===== config.mk =====
export PLATFORM = sky130hd
export DESIGN_NAME = current_monitor_flat
export DESIGN_NICKNAME = d
export VERILOG_FILES = /design/src/rtl/current_monitor_pkg.sv /design/src/rtl/current_monitor_if.sv /design/src/rtl/current_monitor_avg_buf.sv /design/src/rtl/current_monitor.sv /design/src/flat_wrapper.sv
export SDC_FILE = /design/constraint.sdc
export NUM_CORES = 1
export LEC_CHECK = 0
export CELL_PAD_IN_SITES_DETAIL_PLACEMENT = 0
export CELL_PAD_IN_SITES_GLOBAL_PLACEMENT = 2
export CORE_ASPECT_RATIO = 2
export CORE_MARGIN = 2
export CORE_UTILIZATION = 42
export CTS_CLUSTER_DIAMETER = 200
export DETAILED_ROUTE_END_ITERATION = 8
export HOLD_SLACK_MARGIN = 0.06
export PLACE_DENSITY = 0.95
export SLEW_MARGIN = 10
export SYNTH_ARGS = -nofsm -noshare
export SYNTH_HDL_FRONTEND = slang
export SYNTH_SLANG_ARGS = --single-unit

===== constraint.sdc =====
create_clock -name clk -period 10.4 [get_ports clk]
set_input_delay 1.04 -clock clk [delete_from_list [all_inputs] [get_ports clk]]
set_output_delay 1.04 -clock clk [all_outputs]
set_load 0.02 [all_outputs]

===== src/rtl/current_monitor_pkg.sv =====
// Shared constants and types for the current monitor: TLI4970 code layout,
// signed current type and the magnitude helper.
package current_monitor_pkg;

  localparam int DATA_W    = 15;
  localparam int CODE_W    = 13;
  localparam int STATUS_LO = 13;
  localparam int STATUS_HI = 14;
  localparam int OFFSET    = 4096;
  localparam int CUR_W     = 16;
  localparam int AVG_LOG2  = 3;
  localparam int AVG_DEPTH = 1 << AVG_LOG2;
  localparam int SUM_W     = CUR_W + AVG_LOG2;
  localparam int TRIP_CNT  = 4;
  localparam int TRIP_W    = 3;
  localparam int TIMEOUT   = 16000;
  localparam int STALE_W   = 14;

  typedef logic signed [CUR_W-1:0] cur_t;

  // Magnitude of a sample; offset-corrected samples never exceed 4096.
  function automatic logic [DATA_W-1:0] abs_cur(input cur_t v);
    cur_t m;
    m = v[CUR_W-1] ? -v : v;
    return m[DATA_W-1:0];
  endfunction

endpackage


===== src/rtl/current_monitor_if.sv =====
// Sample/limit inputs and monitor outputs between the sensor reader side
// (master) and the current monitor (slave).
interface current_monitor_if;
  import current_monitor_pkg::*;

  logic [DATA_W-1:0] cur_raw;
  logic              cur_valid;
  logic [DATA_W-1:0] oc_limit;
  logic              fault_clear;
  cur_t              cur_signed;
  cur_t              cur_avg;
  logic              avg_valid;
  logic              oc_fault;
  logic              sensor_stale;
  logic              gate_enable;
  logic [DATA_W-1:0] peak_abs;

  modport master (
    output cur_raw, cur_valid, oc_limit, fault_clear,
    input  cur_signed, cur_avg, avg_valid, oc_fault, sensor_stale, gate_enable, peak_abs
  );

  modport slave (
    input  cur_raw, cur_valid, oc_limit, fault_clear,
    output cur_signed, cur_avg, avg_valid, oc_fault, sensor_stale, gate_enable, peak_abs
  );
endinterface


===== src/rtl/current_monitor_avg_buf.sv =====
// current_avg_buf: circular sample buffer with running sum; emits the
// moving average and its strobe one cycle after each stage-1 sample.
module current_avg_buf
  import current_monitor_pkg::*;
(
  input  logic clk,
  input  logic reset,
  input  logic in_valid,
  input  cur_t in_data,
  output cur_t cur_avg,
  output logic avg_valid
);

  cur_t                    buf_mem [AVG_DEPTH];
  logic [AVG_LOG2-1:0]     wr_ptr;
  logic signed [SUM_W-1:0] sum;
  logic signed [SUM_W-1:0] sum_next;
  logic signed [SUM_W-1:0] avg_full;

  always_comb begin
    sum_next = sum
             + $signed({{AVG_LOG2{in_data[CUR_W-1]}}, in_data})
             - $signed({{AVG_LOG2{buf_mem[wr_ptr][CUR_W-1]}}, buf_mem[wr_ptr]});
    avg_full = sum_next >>> AVG_LOG2;
  end

  always_ff @(posedge clk) begin
    if (reset) begin
      // NOTE: the buffer is reset because the average must ramp from zero;
      // a larger memory would normally be left unreset.
      for (int i = 0; i < AVG_DEPTH; i++) buf_mem[i] <= '0;
      wr_ptr    <= '0;
      sum       <= '0;
      cur_avg   <= '0;
      avg_valid <= 1'b0;
    end else begin
      avg_valid <= in_valid;
      if (in_valid) begin
        buf_mem[wr_ptr] <= in_data;
        wr_ptr          <= wr_ptr + 1'b1;
        sum             <= sum_next;
        cur_avg         <= avg_full[CUR_W-1:0];
      end
    end
  end

endmodule


===== src/rtl/current_monitor.sv =====
// Current monitor top: offset stage, overcurrent trip latch, stale watchdog
// and gate_enable. Optional peak tracker enabled by CURRENT_MONITOR_PEAK_EN.
module current_monitor
  import current_monitor_pkg::*;
(
  input  logic              clk,
  input  logic              reset,
  current_monitor_if.slave  bus
);

  localparam cur_t                CUR_OFFSET = cur_t'(OFFSET);
  localparam logic [TRIP_W-1:0]   TRIP_V     = TRIP_W'(TRIP_CNT);
  localparam logic [STALE_W-1:0]  TIMEOUT_V  = STALE_W'(TIMEOUT);

  logic               accept;
  cur_t               s_next;
  cur_t               cur_signed;
  logic               s1_valid;
  logic               seen_first;
  logic [TRIP_W-1:0]  trip_cnt;
  logic [TRIP_W-1:0]  trip_next;
  logic               oc_fault;
  logic               oc_fault_next;
  logic               over;
  logic               clear_ok;
  logic [STALE_W-1:0] stale_cnt;
  logic               sensor_stale;
  logic               gate_enable;

  assign accept       = bus.cur_valid && (bus.cur_raw[STATUS_HI:STATUS_LO] == 2'b00);
  assign s_next       = $signed({1'b0, bus.cur_raw}) - CUR_OFFSET;
  assign sensor_stale = (stale_cnt == TIMEOUT_V);

  always_comb begin
    // NOTE: every always_comb output gets a default first so no latch is inferred.
    trip_next     = trip_cnt;
    oc_fault_next = oc_fault;
    over          = abs_cur(cur_signed) > bus.oc_limit;
    clear_ok      = bus.fault_clear && (trip_cnt == '0);
    if (s1_valid) begin
      if (over) trip_next = (trip_cnt == TRIP_V) ? trip_cnt : trip_cnt + 1'b1;
      else      trip_next = '0;
    end
    // A reached trip count dominates any concurrent clear request.
    if (trip_cnt == TRIP_V) oc_fault_next = 1'b1;
    else if (clear_ok)      oc_fault_next = 1'b0;
  end

  always_ff @(posedge clk) begin
    if (reset) begin
      cur_signed  <= '0;
      s1_valid    <= 1'b0;
      seen_first  <= 1'b0;
      trip_cnt    <= '0;
      oc_fault    <= 1'b0;
      stale_cnt   <= '0;
      gate_enable <= 1'b0;
    end else begin
      // NOTE: sequential state uses non-blocking assignments so every register
      // samples pre-edge values regardless of statement order.
      s1_valid <= accept;
      if (accept) begin
        cur_signed <= s_next;
        seen_first <= 1'b1;
        stale_cnt  <= '0;
      end else if (stale_cnt != TIMEOUT_V) begin
        stale_cnt  <= stale_cnt + 1'b1;
      end
      trip_cnt    <= trip_next;
      oc_fault    <= oc_fault_next;
      gate_enable <= seen_first & ~oc_fault & ~sensor_stale;
    end
  end

  current_avg_buf u_avg (
    .clk       (clk),
    .reset     (reset),
    .in_valid  (s1_valid),
    .in_data   (cur_signed),
    .cur_avg   (bus.cur_avg),
    .avg_valid (bus.avg_valid)
  );

`ifdef CURRENT_MONITOR_PEAK_EN
  logic [DATA_W-1:0] peak_abs;
  logic [DATA_W-1:0] s_abs;

  assign s_abs = abs_cur(s_next);

  always_ff @(posedge clk) begin
    if (reset || clear_ok)                peak_abs <= '0;
    else if (accept && (s_abs > peak_abs)) peak_abs <= s_abs;
  end

  assign bus.peak_abs = peak_abs;
`else
  assign bus.peak_abs = '0;
`endif

  assign bus.cur_signed   = cur_signed;
  assign bus.oc_fault     = oc_fault;
  assign bus.sensor_stale = sensor_stale;
  assign bus.gate_enable  = gate_enable;

endmodule

===== src/flat_wrapper.sv =====
// flat-port wrapper written by rule: the top's interface ports become plain ports
module current_monitor_flat import current_monitor_pkg::*;
  (clk, reset, bus_cur_raw, bus_cur_valid, bus_oc_limit, bus_fault_clear, bus_cur_signed, bus_cur_avg, bus_avg_valid, bus_oc_fault, bus_sensor_stale, bus_gate_enable, bus_peak_abs);
  current_monitor_if bus_i ();
  input  logic clk;
  input  logic reset;
  input wire logic [$bits(bus_i.cur_raw)-1:0] bus_cur_raw;
  input wire logic [$bits(bus_i.cur_valid)-1:0] bus_cur_valid;
  input wire logic [$bits(bus_i.oc_limit)-1:0] bus_oc_limit;
  input wire logic [$bits(bus_i.fault_clear)-1:0] bus_fault_clear;
  output wire logic [$bits(bus_i.cur_signed)-1:0] bus_cur_signed;
  output wire logic [$bits(bus_i.cur_avg)-1:0] bus_cur_avg;
  output wire logic [$bits(bus_i.avg_valid)-1:0] bus_avg_valid;
  output wire logic [$bits(bus_i.oc_fault)-1:0] bus_oc_fault;
  output wire logic [$bits(bus_i.sensor_stale)-1:0] bus_sensor_stale;
  output wire logic [$bits(bus_i.gate_enable)-1:0] bus_gate_enable;
  output wire logic [$bits(bus_i.peak_abs)-1:0] bus_peak_abs;
  assign bus_i.cur_raw = bus_cur_raw;
  assign bus_i.cur_valid = bus_cur_valid;
  assign bus_i.oc_limit = bus_oc_limit;
  assign bus_i.fault_clear = bus_fault_clear;
  assign bus_cur_signed = bus_i.cur_signed;
  assign bus_cur_avg = bus_i.cur_avg;
  assign bus_avg_valid = bus_i.avg_valid;
  assign bus_oc_fault = bus_i.oc_fault;
  assign bus_sensor_stale = bus_i.sensor_stale;
  assign bus_gate_enable = bus_i.gate_enable;
  assign bus_peak_abs = bus_i.peak_abs;
  current_monitor u_core (.clk(clk), .reset(reset), .bus(bus_i));
endmodule

# Word-level counts from Yosys, hierarchy flattened
# Memory sizes are Yosys's and may differ from the RTL's. A register that Yosys moved wholly into a read port is not among the register bits.
# Index checks and enable logic that the tools add are counted.
# totals
mem_count	1
mem_bits_rw	128
register_bits	76
input_bits	34
# op_classes
n_eq_ne	4
add_sub_neg	7
reduce_logical	8
muxes	15
magnitude_cmp	1
bitwise	4
# mem_list
memory	words	width	read_ports	rd_clocked_by_memory_dff	write_ports	line	rtl
u_core.u_avg.buf_mem	8	16	1	1	8	current_monitor_avg_buf.sv:14	cur_t buf_mem [AVG_DEPTH];
# ops
op	count
adder 19 x 16 -> 19 bit	1
subtractor 19 x 16 -> 19 bit	1
2-to-1 mux 16 bit	1
OR reduction 16 bit	1
subtractor 15 x 13 -> 16 bit, second input constant	1
> comparator 15 bit	1
2-to-1 mux 15 bit	1
2-to-1 mux 3 bit	5
negator 15 bit	1
adder 14 x 1 -> 14 bit, second input constant	1
== test 14 bit, second input constant	1
!= test 14 bit, second input constant	1
2-to-1 mux 1 bit	8
adder 3 x 1 -> 3 bit, second input constant	2
== test 3 bit, second input constant	1
logical NOT 3 bit	1
bitwise AND 1 bit	2
logical AND 1 bit	2
logical NOT 2 bit	1
!= test 2 bit, second input constant	1
inverter 1 bit	2
AND reduction 2 bit	1
nonzero test 2 bit	1
OR reduction 2 bit	1

# Depth between registers and ports, before layout
# Gate-level depths: netlist (run 1).
# logic_depth
depth_word	5
ltp_mapped	14
mapped_depth_nobuf	12

# Modules after synthesis
# From an unflattened synthesis (run 1), not the netlist that was laid out.
# unflattened
hier_cells	920
area_unflattened_um2	10536.4
# modules_own_cells
mod	area_per_inst_um2	cells_per_inst	n_inst
current_avg_buf	8291.7	658	1
current_monitor	2244.7	262	1

# Least setup slack after synthesis (run 1)
# Ideal clock, no wire load.
# synth_timing
kind	reg-to-reg
start	register (tool-made name)
end	register u_core.u_avg.cur_avg[14]
t_required_ns	10.283
path_buffers	2
path_slack_ns	6.798
period_less_slack_ns	3.602
arrival_time_ns	3.485
path_stages_with_launch	14
setup_time_ns	0.117
cell_sequence	dfxtp_1 buf_6 buf_2 mux4_2 mux2_2 fa_1 inv_1 ha_1 and3_1 and4_1 nand3_1 a21oi_1 or3_1 a32o_1
# synth_lines
item	line	rtl
to (signal assigned)	current_monitor_avg_buf.sv:42	cur_avg <= avg_full[CUR_W-1:0];
to (decl)	current_monitor_avg_buf.sv:10	output cur_t cur_avg,

==> results of run 1 <==
-- registers in the layout (all words and copies together), names as in the netlist, 3 cells and up, named ones only --
signal	cells
u_core.u_avg.buf_mem	128
u_core.bus.cur_signed	16
u_core.u_avg.cur_avg	16
u_core.stale_cnt	14
u_core.trip_cnt	3
u_core.u_avg.sum	3
u_core.u_avg.wr_ptr	3
-- metal layers --
layer	routed length (µm)	global-route usage (%)	up-vias
met5	0	0	-
met4	879	9.09	0
met3	896	3.31	49
met2	14500	38.6	206
met1	8890	21.2	3507
li1	-	-	3412
-- power by group through the flow --
stage | clock network [W] | logic [W] | registers [W]
2_1_floorplan | 0 | 0.000164 | 0.000860
3_3_place_gp | 0 | 0.000228 | 0.000861
3_5_place_dp | 0 | 0.000231 | 0.000862
4_1_cts | 0.000692 | 0.000232 | 0.000846
5_1_grt | 0.000723 | 0.000255 | 0.000848
6_report | 0.000679 | 0.000230 | 0.000846
-- cells by family (layout without fill, tap and decap cells) --
family,after synthesis,after routing
buf+inv,191,218
other cells,1,15
fa+ha+maj,59,59
xor+xnor,38,38
compound gates,112,112
mux,60,60
simple gates,281,281
flops,191,191
-- worst max-delay path by stage --
stage	endpoint	slack [ns]
2_1_floorplan	u_core.u_avg.cur_avg[14]	6.80
3_3_place_gp	u_core.u_avg.cur_avg[14]	6.29
3_5_place_dp	u_core.u_avg.cur_avg[14]	6.26
4_1_cts	u_core.u_avg.cur_avg[14]	6.23
5_1_grt	u_core.u_avg.cur_avg[11]	6.00
6_report	u_core.u_avg.cur_avg[14]	6.26
-- per-stage QoR --
stage / instances / hold WS (ns) / instance area (µm²) / total power (W)
finish: 1306 / 0.449 / 11900 / 0.00175
global route: 1306 / 0.477 / 11900 / 0.00183
CTS: 1306 / 0.452 / 11900 / 0.00177
detailed placement: 1274 / 0.444 / 11300 / 0.00109
global placement: 1274 / 0.455 / 11300 / 0.00109
floorplan: 947 / 0.418 / 10500 / 0.00102
-- layout make-up --
cell class                      count  area [µm²]  share of cell area (%)
Timing Repair Buffer               89         841                    7.09
Sequential cell                   191        5110                    43.1
Clock inverter                     12         158                    1.33
Multi-Input combinational cell    565        4530                    38.2
Inverter                           97         364                    3.07
Tap cell                          332         415                    3.50
Clock buffer                       20         447                    3.76
-- cells in the mapped netlist, types with 4 or more instances --
cell type  number  area, µm²
a211oi_1        7       52.6
a21o_1         10       75.1
a21oi_1        19       95.1
and2_1         18        113
buf_1          10       37.5
buf_2          10       50.1
buf_4          31        233
clkbuf_1       42        158
clkinv_1       12       45.0
dfxtp_1        63       1260
edfxtp_1      128       3840
fa_1           18        360
ha_1           41        513
inv_1          82        308
mux2_2         17        191
mux2i_1        10        100
mux4_2         32        721
nand2_1        49        184
nand2b_1        4       25.0
nand3_1        10       50.1
nand4_1        15       93.8
nor2_1         39        146
nor3_1         57        285
nor4_1         67        419
o211ai_1        4       30.0
o21a_1          4       30.0
o21ai_0        32        160
o22ai_1         6       37.5
o31ai_1         9       67.6
or3_1           4       25.0
xnor2_1        27        236
xor2_1         10       87.6
==> flow_metrics.py, run 1 <==
metrics = {
    "cells_and_area": {
        "num-nets-final": 1054,
        "syn2layout_area_growth_pct": 14.0,
        "drive_above_1_share_pct": 12.1,
        "post-route-util_pct": 48.6,
        "final_cell_mix": "edfxtp_1, inv_1, clkdlybuf4s50_1",
        "fillers": 2214,
        "final_common_cell": "edfxtp_1",
        "antenna_cells": 0,
    },
    "synth": {
        "synth_xor_xnor_area_share_pct": 3.27,
        "synthAdderAreaFrac_pct": 8.39,
        "synth_cells": 933,
        "avgSynthCellArea_um2": 11.2,
        "synth-edff-count": 128,
        "async_reset_ff_share_pct": 0,
        "synth_compound_area_share_pct": 6.99,
        "ys_seq_area_share_pct": 49.0,
        "synth_top_family_by_area": "simple AND/OR/NAND/NOR gates",
        "synth-seq-cells": 191,
        "synth_cell_type_count": 63,
        "synthMuxAreaShare_pct": 9.87,
        "synth-warning-count": 0,
        "synthSimpleGateAreaFrac_pct": 14.2,
        "synth_flop_cell": "edfxtp_1",
        "syn_area_um2": 10400,
    },
    "worst_setup_path": {
        "rr_worst_depth": 12,
        "endpoint_kind": "flip-flop",
        "cp-start-kind": "flip-flop",
        "max_stage_delay_ns": 0.59,
        "worst-path-buf-inv": 2,
        "crit_family": "compound AO/OA/AOI/OAI gates",
        "crit_arrival_ns": 4.47,
        "cp_data_required_time_ns": 10.73,
        "crit_type": "reg -> reg",
        "worst-path-max-fanout": 32,
        "rr_endpoint": "u_core.u_avg.cur_avg[14]",
        "ff2ff_setup_slack_ns": 6.26,
        "worst_path_max_delay_cell": "mux4_2",
        "cp.depth": 12,
        "crit_chain": "buf_4, mux4_2, mux2_2, fa_1, inv_1, ha_1, o21ai_0, o211ai_1, nand3_1, a21oi_1, or3_1, a32o_1",
    },
    "sta": {
        "setup_viol": 0,
        "tns_ns": 0,
        "skew_ns": 0.0124,
        "setup_ws_ns": 6.26,
        "hold_viol": 0,
        "post-route-min-period_ns": 4.14,
        "slew_violations": 0,
        "tightest_slew_ns": 0.856,
        "relSlewSlack_pct": 42.9,
        "rsz0062_at_grt": "false",
        "period_share_pct": 39.8,
        "fmax_mhz": 242,
    },
    "routing": {
        "dr.first_iter.drc_count": 455,
        "ant_nets": 0,
        "drc_errors": 0,
        "num_vias": 7174,
        "routedWlPerCell_um": 19.2,
        "firstDrtPassIters": 7,
        "viasPerCell": 5.49,
        "wirelength_um": 25100,
    },
    "global_routing": {
        "grt_pass1_wl_um": 40200,
        "grt_pass1_vias": 7509,
        "antenna_found_initial": 0,
        "track_usage_pct": 20.3,
        "grt_max_degree": 69,
        "grt_overflow": 0,
    },
    "cts": {
        "clkSinkCount": 191,
        "clockBufferDepth": 2,
        "clk_latency_ns": 0.44,
        "htreeDepth": 4,
        "clkTransAtPathRegs_ns": 0.07,
        "post_cts_buffers": 0,
        "cts_hold_buf": 0,
        "numCtsBuffers": 17,
        "cts_tree": "built",
        "cts-root-buf": "clkbuf_16",
        "cts_repair_resize_count": 0,
    },
    "power_and_ir_drop": {
        "p_comb_share_pct": 13.1,
        "power.switching_w": 0.000442,
        "p_seq_share_pct": 48.2,
        "swShare_pct": 25.2,
        "leakagePower_nw": 4.30,
        "ir_drop_v": 0.000108,
        "intPower_w": 0.00131,
        "power.density_nw_per_um2": 148,
        "p_clk_share_pct": 38.7,
    },
    "worst_hold_path": {
        "hold_end": "u_core.bus.gate_enable",
        "hp-start": "u_core.bus.oc_fault",
        "hold_depth": 1,
        "hold_path.class": "reg -> reg",
    },
    "floorplan": {
        "die_height_um": 227,
        "dieArea_um2": 26100,
        "rows": 81,
        "dieWidth_um": 115,
        "start_util_pct": 42.6,
        "core_um2": 24400,
        "io-pin-count": 85,
    },
    "placed_design": {
        "dp_hpwl_um": 18300,
        "pre_cts_ws_ns": 6.26,
        "io_buffers": 69,
        "gp_congestion": 0.822,
    },
    "run_status": {
        "outcome": "finished, final reports clean",
    },
    "flow_run": {
        "maxCapViolations": 0,
    },
}
No activity file was read; power rests on OpenSTA's default activity.
==> run 2, diff against run 1 <==
Settings changed: CORE_UTILIZATION 42 to 39, PLACE_DENSITY 0.95 to 0.92.
Clock period 10.4 ns to 4 ns, I/O delays scaled along.
==> flow_metrics.py, run 2 (same netlist as run 1, synthesis figures left out) <==
metrics = {
    "power_and_ir_drop": {
        "p_seq_share_pct": 48.9,
        "intPower_w": 0.00326,
        "leakagePower_nw": 4.38,
        "ir_drop_v": 0.000250,
        "power.switching_w": 0.00124,
        "p_clk_share_pct": 37.5,
        "p_comb_share_pct": 13.6,
        "swShare_pct": 27.5,
        "power.density_nw_per_um2": 375,
    },
    "placed_design": {
        "gp_congestion": 0.803,
        "post_dp_cell_area_um2": 11400,
        "placed_cells": 1302,
        "dp_hpwl_um": 19000,
        "io_buffers": 69,
    },
    "routing": {
        "routedWlPerCell_um": 19.3,
        "drt-met1-wl_um": 9180,
        "viasPerCell": 5.47,
        "ant_nets": 0,
        "drc_errors": 0,
        "firstDrtPassIters": 5,
        "num_vias": 7298,
        "dr.first_iter.drc_count": 471,
        "routed-wl-met3_um": 1070,
        "wl_met2_um": 14600,
        "wirelength_um": 25800,
        "route.top_layer_used": "met4",
    },
    "worst_setup_path": {
        "cp_data_required_time_ns": 4.32,
        "crit_arrival_ns": 4.09,
        "rr_endpoint": "u_core.u_avg.cur_avg[11]",
        "ff2ff_setup_slack_ns": 0.23,
        "rr_worst_depth": 12,
        "endpoint": "u_core.u_avg.cur_avg[11]",
        "cp-start-kind": "flip-flop",
        "crit_type": "reg -> reg",
        "worst-path-max-fanout": 25,
        "max_stage_delay_ns": 0.53,
        "endpoint_kind": "flip-flop",
        "worst_path_max_delay_cell": "mux4_2",
        "crit_chain": "buf_12, mux4_2, mux2_2, fa_1, inv_1, ha_1, and2_1, a22oi_1, nand4_1, a41oi_1, xor2_1, o21ai_1",
    },
    "floorplan": {
        "dieArea_um2": 28100,
        "io-pin-count": 85,
        "die_height_um": 235,
        "start_util_pct": 39.6,
        "dieWidth_um": 120,
        "core_um2": 26300,
        "rows": 84,
    },
    "cells_and_area": {
        "top_regs": "u_core.u_avg.buf_mem x128, u_core.bus.cur_signed x16, u_core.u_avg.cur_avg x16",
        "largest-register": "u_core.u_avg.buf_mem",
        "final_common_cell": "edfxtp_1",
        "antenna_cells": 0,
        "syn2layout_area_growth_pct": 15.2,
        "fillers": 2453,
        "drive_above_1_share_pct": 13.8,
        "final_cell_mix": "edfxtp_1, inv_1, clkdlybuf4s50_1",
        "layout.cells.non_filler": 1334,
        "largest_reg_flops": 128,
        "num-nets-final": 1070,
        "postLayoutCellArea_um2": 12000,
    },
    "sta": {
        "period_share_pct": 94.2,
        "relSlewSlack_pct": 49.5,
        "skew_ns": 0.00870,
        "tns_ns": 0,
        "post-route-min-period_ns": 3.77,
        "setup_viol": 0,
        "hold_viol": 0,
        "fmax_mhz": 265,
        "slew_violations": 0,
        "tightest_slew_ns": 0.757,
        "rsz0062_at_grt": "false",
    },
    "global_routing": {
        "grt_pass1_vias": 7641,
        "grt_pass1_wl_um": 41200,
        "grt_overflow": 0,
        "antenna_found_initial": 0,
        "grt_max_degree": 58,
        "track_usage_pct": 18.9,
    },
    "worst_hold_path": {
        "hold_depth": 2,
        "hold_path.class": "reg -> reg",
    },
    "cts": {
        "cts-root-buf": "clkbuf_16",
        "htreeDepth": 4,
        "post_cts_buffers": 0,
        "clkSinkCount": 191,
        "clockBufferDepth": 2,
        "cts_hold_buf": 0,
        "cts_tree": "built",
        "clk_latency_ns": 0.45,
        "clkTransAtPathRegs_ns": 0.07,
        "numCtsBuffers": 17,
    },
    "run_status": {
        "outcome": "finished, final reports clean",
    },
    "flow_run": {
        "maxCapViolations": 0,
    },
}
-- run 2: worst min-delay path by stage --
stage                      start  slack (ns)                     end
2_1_floorplan  u_core.seen_first        0.42       u_core.seen_first
3_3_place_gp   u_core.seen_first        0.43       u_core.seen_first
3_5_place_dp   u_core.seen_first        0.44       u_core.seen_first
4_1_cts        u_core.seen_first        0.45  u_core.bus.gate_enable
5_1_grt        u_core.seen_first        0.47  u_core.bus.gate_enable
6_report       u_core.seen_first        0.44  u_core.bus.gate_enable
-- run 2: through the flow --
stage	hold slack [ns]	utilization (%)	total power, W	setup WS, ns
finish	0.445	45.7	0.00450	0.231
global route	0.469	45.7	0.00467	0.0535
CTS	0.452	45.7	0.00453	0.115
detailed placement	0.438	43.5	0.00286	0.114
global placement	0.430	43.5	0.00285	0.180
floorplan	0.418	-	0.00266	0.398
-- run 2: final cells by class --
cell class	instances	area [µm²]	share of cell area [%]
Clock buffer	18	439	3.66
Clock inverter	14	141	1.18
Inverter	97	364	3.03
Multi-Input combinational cell	565	4530	37.8
Sequential cell	191	5110	42.6
Tap cell	344	430	3.59
Timing Repair Buffer	105	986	8.22
-- run 2: what timing repair did --
item	CTS	global route
endpoints found under the hold margin	0	0
endpoints found under the setup margin	0	1
resized for setup	0	1
-- run 2: power groups by stage --
stage / clock network, W / registers, W / logic, W
6_report: 0.00169 / 0.00220 / 0.000611
5_1_grt: 0.00179 / 0.00221 / 0.000673
4_1_cts: 0.00172 / 0.00220 / 0.000616
3_5_place_dp: 0 / 0.00224 / 0.000614
3_3_place_gp: 0 / 0.00224 / 0.000607
2_1_floorplan: 0 / 0.00224 / 0.000427
-- run 2: worst max-delay path: cells and delay by family, from the launching register on --
kind	cells	cell delay (ns)
fa+ha+maj	2	0.83
flops	1	0.40
xor+xnor	1	0.18
mux	2	0.81
compound gates	3	0.63
buf+inv	2	0.28
simple gates	2	0.50
-- run 2: routing by layer --
| metal | vias to the layer above | GRT usage (%) |
|---|---|---|
| met5 | - | 0 |
| met4 | 0 | 8.73 |
| met3 | 53 | 2.82 |
| met2 | 231 | 35.8 |
| met1 | 3563 | 20.2 |
| li1 | 3451 | - |
==> run 3, diff against run 2 <==
Settings changed: CTS_CLUSTER_SIZE set to 20, SKIP_CTS_REPAIR_TIMING set to 1.
==> results of run 3 <==
Final layout, timing and power as in run 2 (identical DEF).
